## config.mk

```make
export PLATFORM = sky130hd
export DESIGN_NAME = bin2bcd_param
export DESIGN_NICKNAME = d
export VERILOG_FILES = /design/src/rtl/bin2bcd_param.sv
export SDC_FILE = /design/constraint.sdc
export NUM_CORES = 1
export LEC_CHECK = 0
export CAP_MARGIN = 5
export CORE_MARGIN = 2
export CORE_UTILIZATION = 45
export CTS_BUF_LIST = sky130_fd_sc_hd__clkbuf_4 sky130_fd_sc_hd__clkbuf_8
export DETAILED_ROUTE_END_ITERATION = 10
export PLACE_DENSITY_LB_ADDON = 0.15
export SYNTH_ARGS = -nofsm -noshare
export SYNTH_HDL_FRONTEND = slang
export SYNTH_SLANG_ARGS = --single-unit
export TNS_END_PERCENT = 50
```

## constraint.sdc

```tcl
create_clock -name clk_i -period 6 [get_ports clk_i]
set_input_delay 1.2 -clock clk_i [delete_from_list [all_inputs] [get_ports clk_i]]
set_output_delay 1.2 -clock clk_i [all_outputs]
set_load 0.03 [all_outputs]
```

## src/rtl/bin2bcd_param.sv

```systemverilog
// bin2bcd_param
// Sequential binary-to-BCD converter using the shift-add-3 (double-dabble)
// method. It processes one input bit per clock. The input width, the digit
// count and the signedness of the input are set by parameters.
//
// Parameters:
//   BIN_W  : binary input width in bits (2..32)
//   DIGITS : number of BCD output digits (1..10)
//   SIGNED : 1 = bin_i is two's complement, 0 = unsigned
//
// Ports:
//   clk_i       : system clock, rising edge
//   reset_i     : asynchronous active-high reset; aborts a running conversion
//   start_i     : conversion request, sampled only while ready_o=1
//   bin_i       : binary operand, sampled together with start_i
//   ready_o     : high while idle and able to accept start_i
//   done_tick_o : one-cycle pulse; result outputs are valid from this cycle
//   bcd_o       : packed BCD result, digit 0 (units) in bits [3:0]
//   neg_o       : the input was negative (always 0 when SIGNED=0)
//   overflow_o  : magnitude exceeded 10^DIGITS-1; bcd_o saturates to all 9s
//   blank_o     : bit i=1 means digit i is a leading zero; bit 0 is always 0
module bin2bcd_param #(
  parameter int BIN_W  = 12,
  parameter int DIGITS = 4,
  parameter int SIGNED = 0
) (
  input  logic                  clk_i,
  input  logic                  reset_i,
  input  logic                  start_i,
  input  logic [BIN_W-1:0]      bin_i,
  output logic                  ready_o,
  output logic                  done_tick_o,
  output logic [4*DIGITS-1:0]   bcd_o,
  output logic                  neg_o,
  output logic                  overflow_o,
  output logic [DIGITS-1:0]     blank_o
);

  localparam int BCD_W = 4 * DIGITS;
  localparam int CNT_W = $clog2(BIN_W + 1);
  // Reset value of the blank mask: every digit except the units is blanked.
  localparam logic [DIGITS-1:0] BLANK_RST = {DIGITS{1'b1}} << 1;

  typedef enum logic [1:0] {
    ST_IDLE = 2'd0,
    ST_OP   = 2'd1,
    ST_DONE = 2'd2
  } state_t;

  state_t             state_q, state_d;
  logic [CNT_W-1:0]   cnt_q;
  logic [BIN_W-1:0]   mag_q;
  logic [BCD_W-1:0]   work_q;
  logic               ovf_acc_q;
  logic               neg_acc_q;

  logic [BCD_W-1:0]   bcd_q;
  logic               neg_q;
  logic               ovf_q;
  logic [DIGITS-1:0]  blank_q;

  logic               neg_in;
  logic [BIN_W-1:0]   mag_in;
  logic [BCD_W-1:0]   adj_work;
  logic [BCD_W-1:0]   work_d;
  logic [BIN_W-1:0]   mag_d;
  logic               ovf_acc_d;
  logic [BCD_W-1:0]   sat_bcd;
  logic [DIGITS-1:0]  blank_d;
  logic               last_step;

  // Operand conditioning. The negation is kept at BIN_W bits as an unsigned
  // number, so the most negative input maps onto its exact magnitude.
  assign neg_in = (SIGNED != 0) && bin_i[BIN_W-1];
  assign mag_in = neg_in ? (~bin_i + BIN_W'(1)) : bin_i;

  // Add-3 correction, applied to each work digit before the shift.
  for (genvar gi = 0; gi < DIGITS; gi++) begin : g_adj
    assign adj_work[4*gi +: 4] = (work_q[4*gi +: 4] >= 4'd5) ?
                                 (work_q[4*gi +: 4] + 4'd3) :
                                  work_q[4*gi +: 4];
  end

  // One shift of {work, magnitude}. Any bit that leaves the top of the work
  // register means the value needs more digits than are available.
  assign work_d    = {adj_work[BCD_W-2:0], mag_q[BIN_W-1]};
  assign mag_d     = {mag_q[BIN_W-2:0], 1'b0};
  assign ovf_acc_d = ovf_acc_q | adj_work[BCD_W-1];
  assign last_step = (cnt_q == CNT_W'(1));

  // Final result as it will be presented after the last shift.
  assign sat_bcd = ovf_acc_d ? {DIGITS{4'h9}} : work_d;

  for (genvar gi = 0; gi < DIGITS; gi++) begin : g_blank
    if (gi == 0) begin : g_units
      assign blank_d[gi] = 1'b0;
    end else begin : g_upper
      assign blank_d[gi] = (sat_bcd[BCD_W-1:4*gi] == '0);
    end
  end

  // State register
  always_ff @(posedge clk_i or posedge reset_i) begin
    if (reset_i) begin
      state_q <= ST_IDLE;
    end else begin
      state_q <= state_d;
    end
  end

  // Next-state logic and handshake outputs
  always_comb begin
    state_d     = state_q;
    ready_o     = 1'b0;
    done_tick_o = 1'b0;
    case (state_q)
      ST_IDLE: begin
        ready_o = 1'b1;
        if (start_i) begin
          state_d = ST_OP;
        end
      end
      ST_OP: begin
        if (last_step) begin
          state_d = ST_DONE;
        end
      end
      ST_DONE: begin
        done_tick_o = 1'b1;
        state_d     = ST_IDLE;
      end
      default: begin
        state_d = ST_IDLE;
      end
    endcase
  end

  // Datapath. The result registers load only on the final shift, so the
  // display keeps the previous result while a conversion is running.
  always_ff @(posedge clk_i or posedge reset_i) begin
    if (reset_i) begin
      cnt_q     <= '0;
      mag_q     <= '0;
      work_q    <= '0;
      ovf_acc_q <= 1'b0;
      neg_acc_q <= 1'b0;
      bcd_q     <= '0;
      neg_q     <= 1'b0;
      ovf_q     <= 1'b0;
      blank_q   <= BLANK_RST;
    end else begin
      case (state_q)
        ST_IDLE: begin
          if (start_i) begin
            mag_q     <= mag_in;
            neg_acc_q <= neg_in;
            work_q    <= '0;
            ovf_acc_q <= 1'b0;
            cnt_q     <= CNT_W'(BIN_W);
          end
        end
        ST_OP: begin
          work_q    <= work_d;
          mag_q     <= mag_d;
          ovf_acc_q <= ovf_acc_d;
          cnt_q     <= cnt_q - CNT_W'(1);
          if (last_step) begin
            bcd_q   <= sat_bcd;
            neg_q   <= neg_acc_q;
            ovf_q   <= ovf_acc_d;
            blank_q <= blank_d;
          end
        end
        default: begin
        end
      endcase
    end
  end

  assign bcd_o      = bcd_q;
  assign neg_o      = neg_q;
  assign overflow_o = ovf_q;
  assign blank_o    = blank_q;

endmodule

```

# Yosys cells after proc, flatten, opt, wreduce, memory -nomap -nowiden
# Index checks and enable logic that the tools add are counted.
dict set report totals {
  reg_bits 55
  in_bits 15
  word_cells 49
}
dict set report op_classes {
  n_addsub 5
  magnitude_cmp 4
  n_eq_ne 5
  mux 18
  bitwise 1
  n_reduce_logical 8
}
# operator count
set ops {}
lappend ops {{16-bit 2-to-1 mux} 2}
lappend ops {{16-bit one-hot mux with 2 select lines} 1}
lappend ops {{12-bit one-hot mux with 2 select lines} 1}
lappend ops {{4-bit 2-to-1 mux} 5}
lappend ops {{4-bit by 2-bit adder with 4-bit output (second input constant)} 4}
lappend ops {{4-bit by 3-bit >= comparator with 1-bit output (second input constant)} 4}
lappend ops {{12-bit zero test} 1}
lappend ops {{12-bit 2-to-1 mux} 1}
lappend ops {{8-bit zero test} 1}
lappend ops {{4-bit one-hot mux with 2 select lines} 1}
lappend ops {{2-bit AND reduction} 3}
lappend ops {{4-bit by 1-bit equality test with 1-bit output (second input constant)} 1}
lappend ops {{4-bit zero test} 1}
lappend ops {{2-bit 2-to-1 mux} 2}
lappend ops {{2-bit inequality test (second input constant)} 2}
lappend ops {{2-bit one-hot mux with 2 select lines} 1}
lappend ops {{4-bit by 1-bit subtractor with 4-bit output (second input constant)} 1}
lappend ops {{1-bit 2-to-1 mux} 3}
lappend ops {{2-bit by 1-bit equality test with 1-bit output (second input constant)} 1}
lappend ops {{2-bit equality test (second input constant)} 1}
lappend ops {{2-bit zero test} 1}
lappend ops {{1-bit one-hot mux with 2 select lines} 1}
lappend ops {{2-bit nonzero test} 1}
lappend ops {{1-bit OR} 1}

# Depth between registers and ports, before layout
dict set report logic_depth {
  word_depth 5
  ltp_mapped 8
  ltp_nobuf 7
}

# Least setup slack after synthesis
# OpenSTA, ideal clock, no wires.
dict set report synth_timing {
  path_kind {register to output}
  startpoint {register state_q[0]}
  endpoint {output done_tick_o}
  t_arrival_ps 1185
  required_ps 4800
  slack_ps 3615
  stages_incl_launch_ff 4
  cell_sequence {dfrtp_1 > clkbuf_1 > buf_1 > nor2_1}
}
dict set report synth_via {
  elab_chain_cells 2
}
# element line
set synth_lines {}
lappend synth_lines {{start, declared} 50} ;# state_t state_q, state_d;
lappend synth_lines {{start signal, assigned} 107} ;# state_q <= state_d;
lappend synth_lines {{2-bit equality test} 116} ;# case (state_q)
lappend synth_lines {{1-bit 2-to-1 mux} 116}
lappend synth_lines {{end, declared} 32} ;# output logic done_tick_o,
# Every way passes these cells.

# Final worst setup path
dict set report layout_timing {
  startpoint {register state_q[1]}
  endpoint {output done_tick_o}
}
# The elaborated chain is that of the path after synthesis.

==> summary.md <==
| Metric | Value |
|---|---|
| Status | `finished clean` |
| Internal power consumption | `984 uW` |
| Number of sinks driven by the clock tree | `55` |
| CTS HTree Levels | `2` |
| Number of input and output port buffers inserted | `36` |
| Leading cell types by total area after synthesis | `dfrtp_1 (49%), o21ai_0 (9.2%), nand2_1 (6.4%)` |
| Critical path startpoint category | `flop` |
| WP data required | `4.80 ns` |
| Starting density of the core | `47.4%` |
| Final max-slew violation count | `0` |
| Net switching power of the design | `727 uW` |
| Worst Setup Path Type | `reg2out` |
| Syn Std Cell Area | `2660 um^2` |
| Combinational share of power | `47.8%` |
| Final-layout worst hold slack | `0.462 ns` |
| Clock tree from TritonCTS | `yes` |
| Arrival time reported for the critical path endpoint | `1.96 ns` |
| Relative contribution of the clock network to total power | `13.2%` |
| Overall track demand over capacity in global routing | `17.9%` |
| Placeable Area | `between 5000 and 6000 um^2` |
| Post-CTS Setup Bufs | `0` |
| Synth Instances | `between 200 and 300` |
| DRC marker count from the first detailed-route iteration | `between 100 and 150` |
| Final-report hold violation count | `0` |
| Terminus of the critical flop-to-flop path | `blank_o[1]` |
| Final weighted congestion in routability-driven placement | `about 0.8` |
| Ratio of cells with drive above 1 in the final layout | `7.01%` |
| Number of core rows | `27` |
| Most used cells in the layout excluding fill and tap cells | `dfrtp_1 (52), o21ai_0 (49), nand2_1 (45)` |
| Number of warnings printed during yosys synthesis | `0` |
| Cells on Worst Hold Path | `2` |
| Diodes inserted | `0` |
| Total of cells resized after clock tree synthesis | `0` |
| Global-route congestion overflow total | `0` |
| Worst setup endpoint | `done_tick_o` |
| Average wire length per cell after detail routing | `approximately 14 um` |
| Worst r2r src | `state_q[0]` |
| IO Count | `39` |
| Largest driver fanout on the critical path | `15` |
| Hold Crit Class | `reg2reg` |
| Share of synthesized flip-flops with an asynchronous set or reset | `100%` |
| Iteration count of the initial detailed-routing pass | `4` |
| Max frequency | `around 320 MHz` |
| Most used flip-flop cell after synthesis | `dfrtp_1` |
| Maximum number of pins on one net before global-route repair | `56` |
| Most common cell after layout, fill and taps aside | `dfrtp_1` |
| Die boundary height | `80.9 um` |
| DRC | `0` |
| Clock transition at the registers of the reported paths | `0.09 ns` |
| Area of the die | `around 6500 um^2` |
| Layout Nets | `338` |
| Length in cells of the worst reg-to-reg path | `5` |
| First-pass GRT wire length | `9.16 mm` |
| Deepest clock path buffer count | `2` |
| Post-synth cell types | `39` |
| Total number of vias | `between 2000 and 2500` |
| Launching instance or port of the critical path | `state_q[1]` |
| Share of total power consumed by net switching | `42.5%` |
| Synth-to-layout area growth | `19.4%` |
| Register area share after synthesis | `between 50 and 60%` |
| Measured slew at the worst slew-check pin | `0.758 ns` |
| Setup tns final | `0 ns` |
| Static leakage power | `0.00133 uW` |
| Detailed-route vias per instance | `5.35` |
| Max cap viols | `0` |
| Vias in the first global route | `1942` |
| Number of nets with antenna violations after detailed routing | `0` |
| Worst reg-to-reg setup slack | `3.34 ns` |
| Share of Yosys cell area claimed by the top area cell type | `49.0%` |
| Worst skew pair latency | `0.30 ns` |
| Count of hold buffers inserted by post-cts repair | `0` |
| Post-detail-place hpwl | `3.62 mm` |
| Final setup viols | `0` |
| DRT Wirelength | `5.29 mm` |
| Antenna violations before repair | `0` |
| Post-Route Skew | `between 0.004 and 0.005 ns` |
| Power per unit of standard cell area | `539 nW/um^2` |
| Critical Path End Type | `primary output` |
| Final Critical Period | `3.16 ns` |
| Biggest area consumer among synthesized cells | `dfrtp_1` |
| Final period util | `52.7%` |
| Number of CTS-inserted buffers | `5` |
| Headroom to the max-slew limit | `49.3%` |
| Sequential power share | `about two fifths` |
| Flip-flop and latch count after synthesis | `55` |
| Number of flops mapped to enable cells by yosys | `0` |
| Max VDD drop | `0.000229 V` |
| Cell at the root of the clock tree | `clkbuf_8` |
| Chip Width | `~81 um` |
| Average size of a mapped cell | `9.46 um^2` |
| Setup repair after global routing missed its margin | `false` |
## logic make-up after synthesis
logic type / count (synthesis) / synth area share (%)
compound gates: 91 / 20.1
simple gates: 88 / 16.0
flops: 55 / 51.9
buf+inv: 28 / 4.24
fa+ha+maj: 10 / 4.71
xor+xnor: 4 / 1.32
mux: 4 / 1.60
other cells: 1 / 0.141
## cell type report
class                           count  area, um^2
Clock buffer                        8         104
Fill cell                         541        2430
Inverter                           14        52.6
Multi-Input combinational cell    199        1170
Sequential cell                    55        1380
Tap cell                           72        90.1
Timing Repair Buffer               38         375
## registers in the layout, summed over array words and instances (netlist names)
signal / count
state_q: 2
cnt_q: 4
overflow_o: 1
mag_q: 12
ovf_acc_q: 1
work_q: 16
blank_o: 3
bcd_o: 16
## how the worst min path moves through the flow
| stage | from | to | slack, ns |
|---|---|---|---|
| 3_5_place_dp | blank_o[3] | blank_o[3] | 0.45 |
| 5_1_grt | blank_o[3] | blank_o[3] | 0.48 |
| 4_1_cts | blank_o[3] | blank_o[3] | 0.46 |
| 2_1_floorplan | mag_q[10] | mag_q[10] | 0.45 |
| 6_report | blank_o[3] | blank_o[3] | 0.46 |
| 3_3_place_gp | blank_o[3] | blank_o[3] | 0.45 |
## critical path: stages, from the launching register on
cell             delay (ns)
dfrtp_1                0.59
inv_1                  0.23
nor2_1                 0.14
clkdlybuf4s50_1        0.68
## per-stage QoR
| stage | area, um^2 | std cells | power, uW | utilization [%] | setup WS [ns] |
|---|---|---|---|---|---|
| floorplan | 2660 | 282 | 1240 | - | 3.46 |
| CTS | 3170 | 386 | 1730 | 56.6 | 2.81 |
| finish | 3170 | 386 | 1710 | 56.6 | 2.84 |
| global placement | 3070 | 378 | 1480 | 54.8 | 3.18 |
| detailed placement | 3070 | 378 | 1500 | 54.8 | 3.18 |
| global route | 3170 | 386 | 1870 | 56.6 | 2.73 |
## synth_stat cells, types with 3 or more instances
| cell | number |
|---|---|
| nand2b_1 | 6 |
| a21oi_1 | 11 |
| nor3_1 | 5 |
| xnor2_1 | 4 |
| o21ai_0 | 49 |
| ha_1 | 10 |
| dfstp_2 | 3 |
| nand3_1 | 3 |
| nand2_1 | 45 |
| nor2_1 | 12 |
| dfrtp_1 | 52 |
| nor3b_1 | 6 |
| clkbuf_1 | 10 |
| o22a_1 | 3 |
| a22oi_1 | 11 |
| a31oi_1 | 5 |
| o21ai_1 | 3 |
| inv_1 | 14 |
## power by group through the flow
stage	sequential [uW]	clock (uW)	combinational [uW]
global placement	672	0	805
global route	695	247	930
CTS	669	231	828
floorplan	729	0	514
finish	668	226	817
detailed placement	676	0	828
## per-layer routing
metal	GRT usage (%)	vias up	routed length, um
met2	29.4	45	2420
li1	-	1030	-
met3	3.00	7	198
met1	24.6	983	2610
met5	0	-	0
met4	5.08	0	61
No activity file was read; power rests on OpenSTA's default activity.
